`src/rtl/seven_segment_scanner.sv`:
```
// Time-multiplexed hex display driver: scans DIGITS digits, one REFRESH_DIV-cycle slot each,
// with a per-frame shadow of the inputs, leading-zero blanking and ghost suppression.
module seven_segment_scanner #(
    parameter int DIGITS        = 4,
    parameter int REFRESH_DIV   = 27000,
    parameter int COMMON_ANODE  = 1,
    parameter int BLANK_LEADING = 1
) (
    input  logic                clk,
    input  logic                reset,
    input  logic                enable,
    input  logic [4*DIGITS-1:0] value,
    input  logic [DIGITS-1:0]   dp_in,
    output logic [6:0]          segments,
    output logic                dp,
    output logic [DIGITS-1:0]   digit_sel,
    output logic                frame_done
);
    localparam int CW = $clog2(REFRESH_DIV);
    localparam int IW = (DIGITS > 1) ? $clog2(DIGITS) : 1;
    localparam logic [CW-1:0] CNT_LAST = CW'(REFRESH_DIV - 1);
    localparam logic [IW-1:0] IDX_LAST = IW'(DIGITS - 1);
    localparam bit INVERT = (COMMON_ANODE != 0);

    localparam logic [6:0]        SEG_OFF = INVERT ? 7'h7F : 7'h00;
    localparam logic              DP_OFF  = INVERT;
    localparam logic [DIGITS-1:0] SEL_OFF = INVERT ? {DIGITS{1'b1}} : {DIGITS{1'b0}};

    logic [CW-1:0]       cnt;
    logic [IW-1:0]       idx;
    logic [4*DIGITS-1:0] shadow_value;
    logic [DIGITS-1:0]   shadow_dp;
    logic                tick;
    logic                wrap_tick;

    function automatic logic [6:0] hex_decode(input logic [3:0] nib);
        case (nib)
            4'h0: hex_decode = 7'h3F;
            4'h1: hex_decode = 7'h06;
            4'h2: hex_decode = 7'h5B;
            4'h3: hex_decode = 7'h4F;
            4'h4: hex_decode = 7'h66;
            4'h5: hex_decode = 7'h6D;
            4'h6: hex_decode = 7'h7D;
            4'h7: hex_decode = 7'h07;
            4'h8: hex_decode = 7'h7F;
            4'h9: hex_decode = 7'h6F;
            4'hA: hex_decode = 7'h77;
            4'hB: hex_decode = 7'h7C;
            4'hC: hex_decode = 7'h39;
            4'hD: hex_decode = 7'h5E;
            4'hE: hex_decode = 7'h79;
            default: hex_decode = 7'h71;
        endcase
    endfunction

    assign tick      = enable && (cnt == CNT_LAST);
    assign wrap_tick = tick && (idx == IDX_LAST);

    // NOTE: sequential state uses non-blocking assignments so every register samples pre-edge values.
    always_ff @(posedge clk or posedge reset) begin
        if (reset) begin
            cnt          <= '0;
            idx          <= '0;
            shadow_value <= '0;
            shadow_dp    <= '0;
        end else if (enable) begin
            cnt <= (cnt == CNT_LAST) ? '0 : cnt + CW'(1);
            if (tick)
                idx <= (idx == IDX_LAST) ? '0 : idx + IW'(1);
            if (wrap_tick) begin
                shadow_value <= value;
                shadow_dp    <= dp_in;
            end
        end
    end

    logic [3:0]        cur_nib;
    logic              cur_dp;
    logic              blank;
    logic              upper_zero;
    logic [6:0]        seg_active;
    logic [DIGITS-1:0] sel_active;

    // NOTE: every always_comb output gets a default first so no latch can be inferred.
    always_comb begin
        cur_nib    = '0;
        cur_dp     = 1'b0;
        blank      = 1'b0;
        upper_zero = 1'b1;
        sel_active = '0;
        for (int i = 0; i < DIGITS; i++) begin
            if (idx == IW'(i)) begin
                cur_nib       = shadow_value[4*i +: 4];
                cur_dp        = shadow_dp[i];
                sel_active[i] = 1'b1;
            end
        end
        // Walk from the most significant digit down; upper_zero covers nibbles i..DIGITS-1.
        for (int i = DIGITS - 1; i >= 1; i--) begin
            if (shadow_value[4*i +: 4] != 4'h0)
                upper_zero = 1'b0;
            if (idx == IW'(i))
                blank = (BLANK_LEADING != 0) && upper_zero;
        end
        seg_active = blank ? 7'h00 : hex_decode(cur_nib);
    end

    always_ff @(posedge clk or posedge reset) begin
        if (reset) begin
            segments   <= SEG_OFF;
            dp         <= DP_OFF;
            digit_sel  <= SEL_OFF;
            frame_done <= 1'b0;
        end else begin
            frame_done <= wrap_tick;
            if (!enable) begin
                segments  <= SEG_OFF;
                dp        <= DP_OFF;
                digit_sel <= SEL_OFF;
            end else begin
                segments  <= INVERT ? ~seg_active : seg_active;
                dp        <= INVERT ? ~cur_dp : cur_dp;
                // cnt==0 marks the first cycle of a slot: keep all digits dark while segments settle.
                if (cnt == '0)
                    digit_sel <= SEL_OFF;
                else
                    digit_sel <= INVERT ? ~sel_active : sel_active;
            end
        end
    end
endmodule

```
`config.mk`:
```
export PLATFORM = sky130hd
export DESIGN_NAME = seven_segment_scanner
export DESIGN_NICKNAME = d
export VERILOG_FILES = /design/src/rtl/seven_segment_scanner.sv
export SDC_FILE = /design/constraint.sdc
export NUM_CORES = 1
export LEC_CHECK = 0
export CAP_MARGIN = 25
export CORE_MARGIN = 4
export CORE_UTILIZATION = 49
export CTS_CLUSTER_SIZE = 28
export DETAILED_ROUTE_END_ITERATION = 8
export MAX_ROUTING_LAYER = met4
export PLACE_DENSITY_LB_ADDON = 0.12
export SYNTH_ARGS = -nofsm -noshare
export SYNTH_HDL_FRONTEND = slang
export SYNTH_SLANG_ARGS = --single-unit
```
`constraint.sdc`:
```
create_clock -name clk -period 2.4 [get_ports clk]
set_clock_uncertainty 0.15 [all_clocks]
set_input_delay 0.36 -clock clk [delete_from_list [all_inputs] [get_ports clk]]
set_output_delay 0.36 -clock clk [all_outputs]
set_load 0.01 [all_outputs]
```
# == Yosys cells after proc, flatten, opt, wreduce, memory -nomap -nowiden ==
# Memory sizes are Yosys's and may differ from the RTL's.
# Cells that the tools add are included.
# word_totals
ff_bits,50
mem_bits_ro,112
input_bits,23
output_inout_bits,13
word_cells,52
n_memories,1
# memory_table
name,words,width,rd,rd_clocked_by_memory_dff,write_ports,line_no,rtl
(name not given),16,7,1,0,0,37,case (nib)
# op_classes
n_addsub,2
eq_ne,4
mux,25
bitwise,3
reduce_logical,9
# op_table
op,count
two-way mux 4 bit,6
"adder 15 x 1 -> 15 bit, second input constant",1
"== test 15 bit, second input constant",1
logical NOT 15 bit,1
two-way mux 1 bit,15
two-way mux 15 bit,1
two-way mux 7 bit,2
nonzero test 4 bit,3
NOT 7 bit,1
"== test 2 bit, second input constant",2
NOT 4 bit,1
AND reduction 2 bit,2
"adder 2 x 1 -> 2 bit, second input constant",1
"== test 2 x 1 -> 1 bit, second input constant",1
logical AND 1 bit,2
logical NOT 2 bit,1
two-way mux 2 bit,1
NOT 1 bit,1

# == Longest topological paths before layout ==
# An unclocked memory read counts as a cell.
# logic_depth
ltp_word,9
depth_mapped,11
ltp_nobuf,10

# == Least setup slack after synthesis ==
# OpenSTA, ideal clock, no wires.
# synth_path
kind,register to register
startpoint,register idx[0]
endpoint,register segments[3]
setup_ns,0.095
arrival_ns,2.212
required_ns,2.155
path_slack_ns,-0.058
path_stages_with_launch,11
n_path_buf,0
period_less_slack_ns,2.458
path_cell_list,dfrtp_1 inv_1 ha_1 and2b_1 a22oi_1 a221oi_1 inv_1 ha_1 mux2i_1 a22o_1 nand2_1
# synth_between
elab_chain_cells,9
word_cells_on_any_way,15
cone_classes,3 x eq/ne; 9 x mux; 1 x bitwise; 1 x reduce/logical; 1 x memory
# synth_lines
item,line_no,rtl
from (decl),30,logic [IW-1:0] idx;
from (signal assigned),70,idx <= (idx == IDX_LAST) ? '0 : idx + IW'(1);
logical NOT 2 bit,93,if (idx == IW'(i)) begin
two-way mux 4 bit (4 in a row),93,
memory (16 x 7 bit),n/a,
two-way mux 7 bit *,106,seg_active = blank ? 7'h00 : hex_decode(cur_nib);
NOT 7 bit *,122,segments <= INVERT ? ~seg_active : seg_active;
two-way mux 7 bit *,117,if (!enable) begin
to (signal assigned),122,
to (decl),14,"output logic [6:0] segments,"
# Every way passes the cells marked *; elsewhere a longest branch is shown, timed or not.
# A chain may end at the register's enable or synchronous reset.

# == Worst setup path after layout ==
# layout_path
startpoint,register idx[1]
endpoint,register segments[0]
# Same word-level chain as after synthesis.

==> out/results.ini <==
[yosys]
yosys.area.top_type_share=0.360
synth_edf_count=0
netlist_area_mm2=0.00264
yosysWarningCount=0
synth_top_cell_by_area=dfrtp_1
synth_compound_area_frac=0.0814
netlist_instances=220
synth_fa_ha_area_frac=0.0568
ys.flop_type=dfrtp_1
yosysSeqAreaShare=0.479
synth-async-reset-ratio=1.00
ys_ff_latch=50
synth_fp_nets=255
synthDistinctLibCells=49
synth_xor_area_frac=0.0431
yosys.area_share.simple=0.162
synth_mux_area_frac=0.131
netlist_top_cells_area=dfrtp_1, dfstp_2, mux2_4, ha_1, nand2_1
synth_top_family_by_area=simple AND/OR/NAND/NOR gates
syn_area_per_cell_um2=12.0

[global_route]
antenna_found_initial=0
grt_remaining_overflow=0
grt_util_all_layers=0.175
grt_pass1_wl_um=8670
grt_max_degree=23
grt_pass1_vias=1854

[routing]
ant_nets=0
drt_iter0_markers=65
num_vias=1817
dr.pass1.iters=4
post_drt_wl_per_cell_um=14.7
via_per_inst=5.31
drc=0
wl_um=5030

[clock_network]
clock_latency_ns=0.31
cts-buffers-inserted=5
clock_path_buffers=2
clk_pin_slew_ns=0.10
cts_tree=done
holdBufCountCts=0
cts_root_buf=clkbuf_8
cts_max_level=2
clock_sinks=50

[placed_design]
gp_congestion=0.832
portBuffers=35
place_inst=332
dp.final_hpwl_um=3770

[floorplanning]
rows=26
initial_core_util=0.511
die_h_um=81.5
core_area_mm2=0.00517
dieArea_mm2=0.00663
ioPinCount=36
die_w_um=81.5

[timing]
rsz0062_at_grt=true
setup_tns_ns=0
fmax_mhz=434
period_share=0.960
whs_ns=0.221
worstMarginPinSlew_ns=0.506
hold_violations=0
max_slew_margin=0.663
final_max_slew_viol_count=0
min_period_ns=2.30
finalSetupViolations=0

[power_and_ir_drop]
power-per-cell-area_mw_per_mm2=520
leakage_nw=1.40
max-vdd-ir-drop_mv=0.374
power.total_mw=1.71

[critical_path]
worstPathArrival_ns=2.38
cp_max_fo=10
endpoint_kind=flop
critPathKind=reg -> reg
required_ns=2.48
startpoint_type=flop

[cells_and_area]
instances_no_fill=342
multi_input_area_mm2=0.00130
fillers=417
register_area_mm2=0.00127
drive_gt1_frac=0.298
diodes=0
final_util=0.636
area_delta_synth_final_pct=24.4
final_nets=306

[outcome]
outcome=completed

[run]
drv_cap=0

[worst_hold_path]
hold_class=in -> async

state kept, by name, indices dropped and copies added (netlist names):
name / count
shadow_value: 16
segments: 7
shadow_dp: 4
digit_sel: 4
dp: 1
cnt: 15
frame_done: 1
idx: 2
cell usage after synthesis, types with 2 or more instances:
cell type / count
a221oi_1: 2
dfrtp_1: 38
buf_4: 3
and4_1: 2
buf_12: 2
o221ai_1: 5
nand4_1: 4
a31oi_1: 2
mux2i_1: 5
nor4_1: 2
nor2_1: 12
nand2_1: 20
and3_2: 2
inv_1: 12
nor3_1: 2
nand2b_1: 2
xor2_1: 5
or4_1: 2
ha_1: 12
dfstp_2: 12
o21ai_0: 5
nor2b_1: 4
nand3_1: 4
a21oi_1: 5
nor3b_1: 4
xnor2_1: 8
mux2_4: 19
or3_1: 2
nand3b_1: 3
layer usage:
metal	global-route usage	wire length [µm]	share of wire	up-vias
met1	0.220	2220	0.44	886
met3	0.0351	249	0.050	9
met2	0.279	2450	0.49	46
met5	-	0	0	-
met4	0.0693	110	0.022	0
li1	-	-	-	876
power breakdown:
part           internal (mW)  total, mW  switching, mW
clock                  0.205      0.485          0.280
sequential             0.904      0.990         0.0862
combinational          0.128      0.234          0.106
total                   1.24       1.71          0.473
critical path, cell delays in order, from the launching register on:
cell	delay (ns)
dfrtp_1	0.40
buf_4	0.14
ha_1	0.19
buf_4	0.18
inv_1	0.12
nand3b_1	0.12
o211a_4	0.18
ha_1	0.22
or3_1	0.36
o21ai_0	0.07
o21ai_1	0.09
through the flow:
stage / setup slack, ns / instance area [µm²]
2_1_floorplan: 0.0660 / 2650
3_3_place_gp: 0.151 / 3140
3_5_place_dp: 0.0796 / 3140
4_1_cts: 0.0443 / 3230
5_1_grt: -0.0357 / 3290
6_report: 0.0959 / 3290
cell families (layout without fill, tap and decap cells):
group,Yosys count,count (layout)
adders and majority gates,12,12
DFF,50,50
muxes,25,25
xor gates and xnor gates,13,13
AOI/OAI and AO/OA,28,28
buffers and inverters,19,71
and+or+nand+nor,73,73
repair_timing:
item	4_1_cts	5_1_grt
setup endpoints to repair	0	6
buffers inserted	0	2
hold endpoints to repair	0	0
resized for setup	0	15
area by class of cell:
class / count / share of cell area
clock buffer: 5 / 0.0209
clock inverter: 3 / 0.00647
inverter: 12 / 0.0137
multi-input combinational: 151 / 0.396
sequential: 50 / 0.385
tap: 70 / 0.0266
timing repair buffer: 51 / 0.151
final timing paths:
kind                                           from                endpoint  slack [ns]  cells after the start
worst max register to register   idx[1]$_DFFE_PP0P_   segments[0]$_DFF_PP1_         0.1                     10
worst min-delay path                          reset      cnt[1]$_DFFE_PP0P_        0.22                      2
max in group asynchronous                     reset  digit_sel[1]$_DFF_PP1_        1.29                      3
worst min register to register  cnt[12]$_DFFE_PP0P_     cnt[12]$_DFFE_PP0P_        0.35                      1
min in group clk                cnt[12]$_DFFE_PP0P_     cnt[12]$_DFFE_PP0P_        0.35                      1
worst max-delay path             idx[1]$_DFFE_PP0P_   segments[0]$_DFF_PP1_         0.1                     10
cells in the final DEF (no fill, tap or decap), types with 2 or more instances in the layout:
cell type / n
xor2_1: 5
a31oi_1: 2
nand3b_1: 3
ha_2: 3
nor2_1: 11
nand2_1: 20
nand2b_1: 2
buf_4: 14
nor3b_1: 3
nand4_1: 4
a21oi_1: 5
or3_1: 2
or4_1: 2
mux2i_1: 5
and3_2: 2
nor4_1: 2
nand3_1: 4
dfrtp_1: 37
nor3_1: 2
o21ai_0: 5
inv_1: 8
and4_1: 2
clkdlybuf4s50_1: 35
o221ai_1: 5
mux2_4: 19
dfstp_2: 12
clkbuf_8: 5
xnor2_1: 8
buf_12: 2
ha_1: 8
inv_2: 4
nor2b_1: 4
No activity file was read; power rests on OpenSTA's default activity.
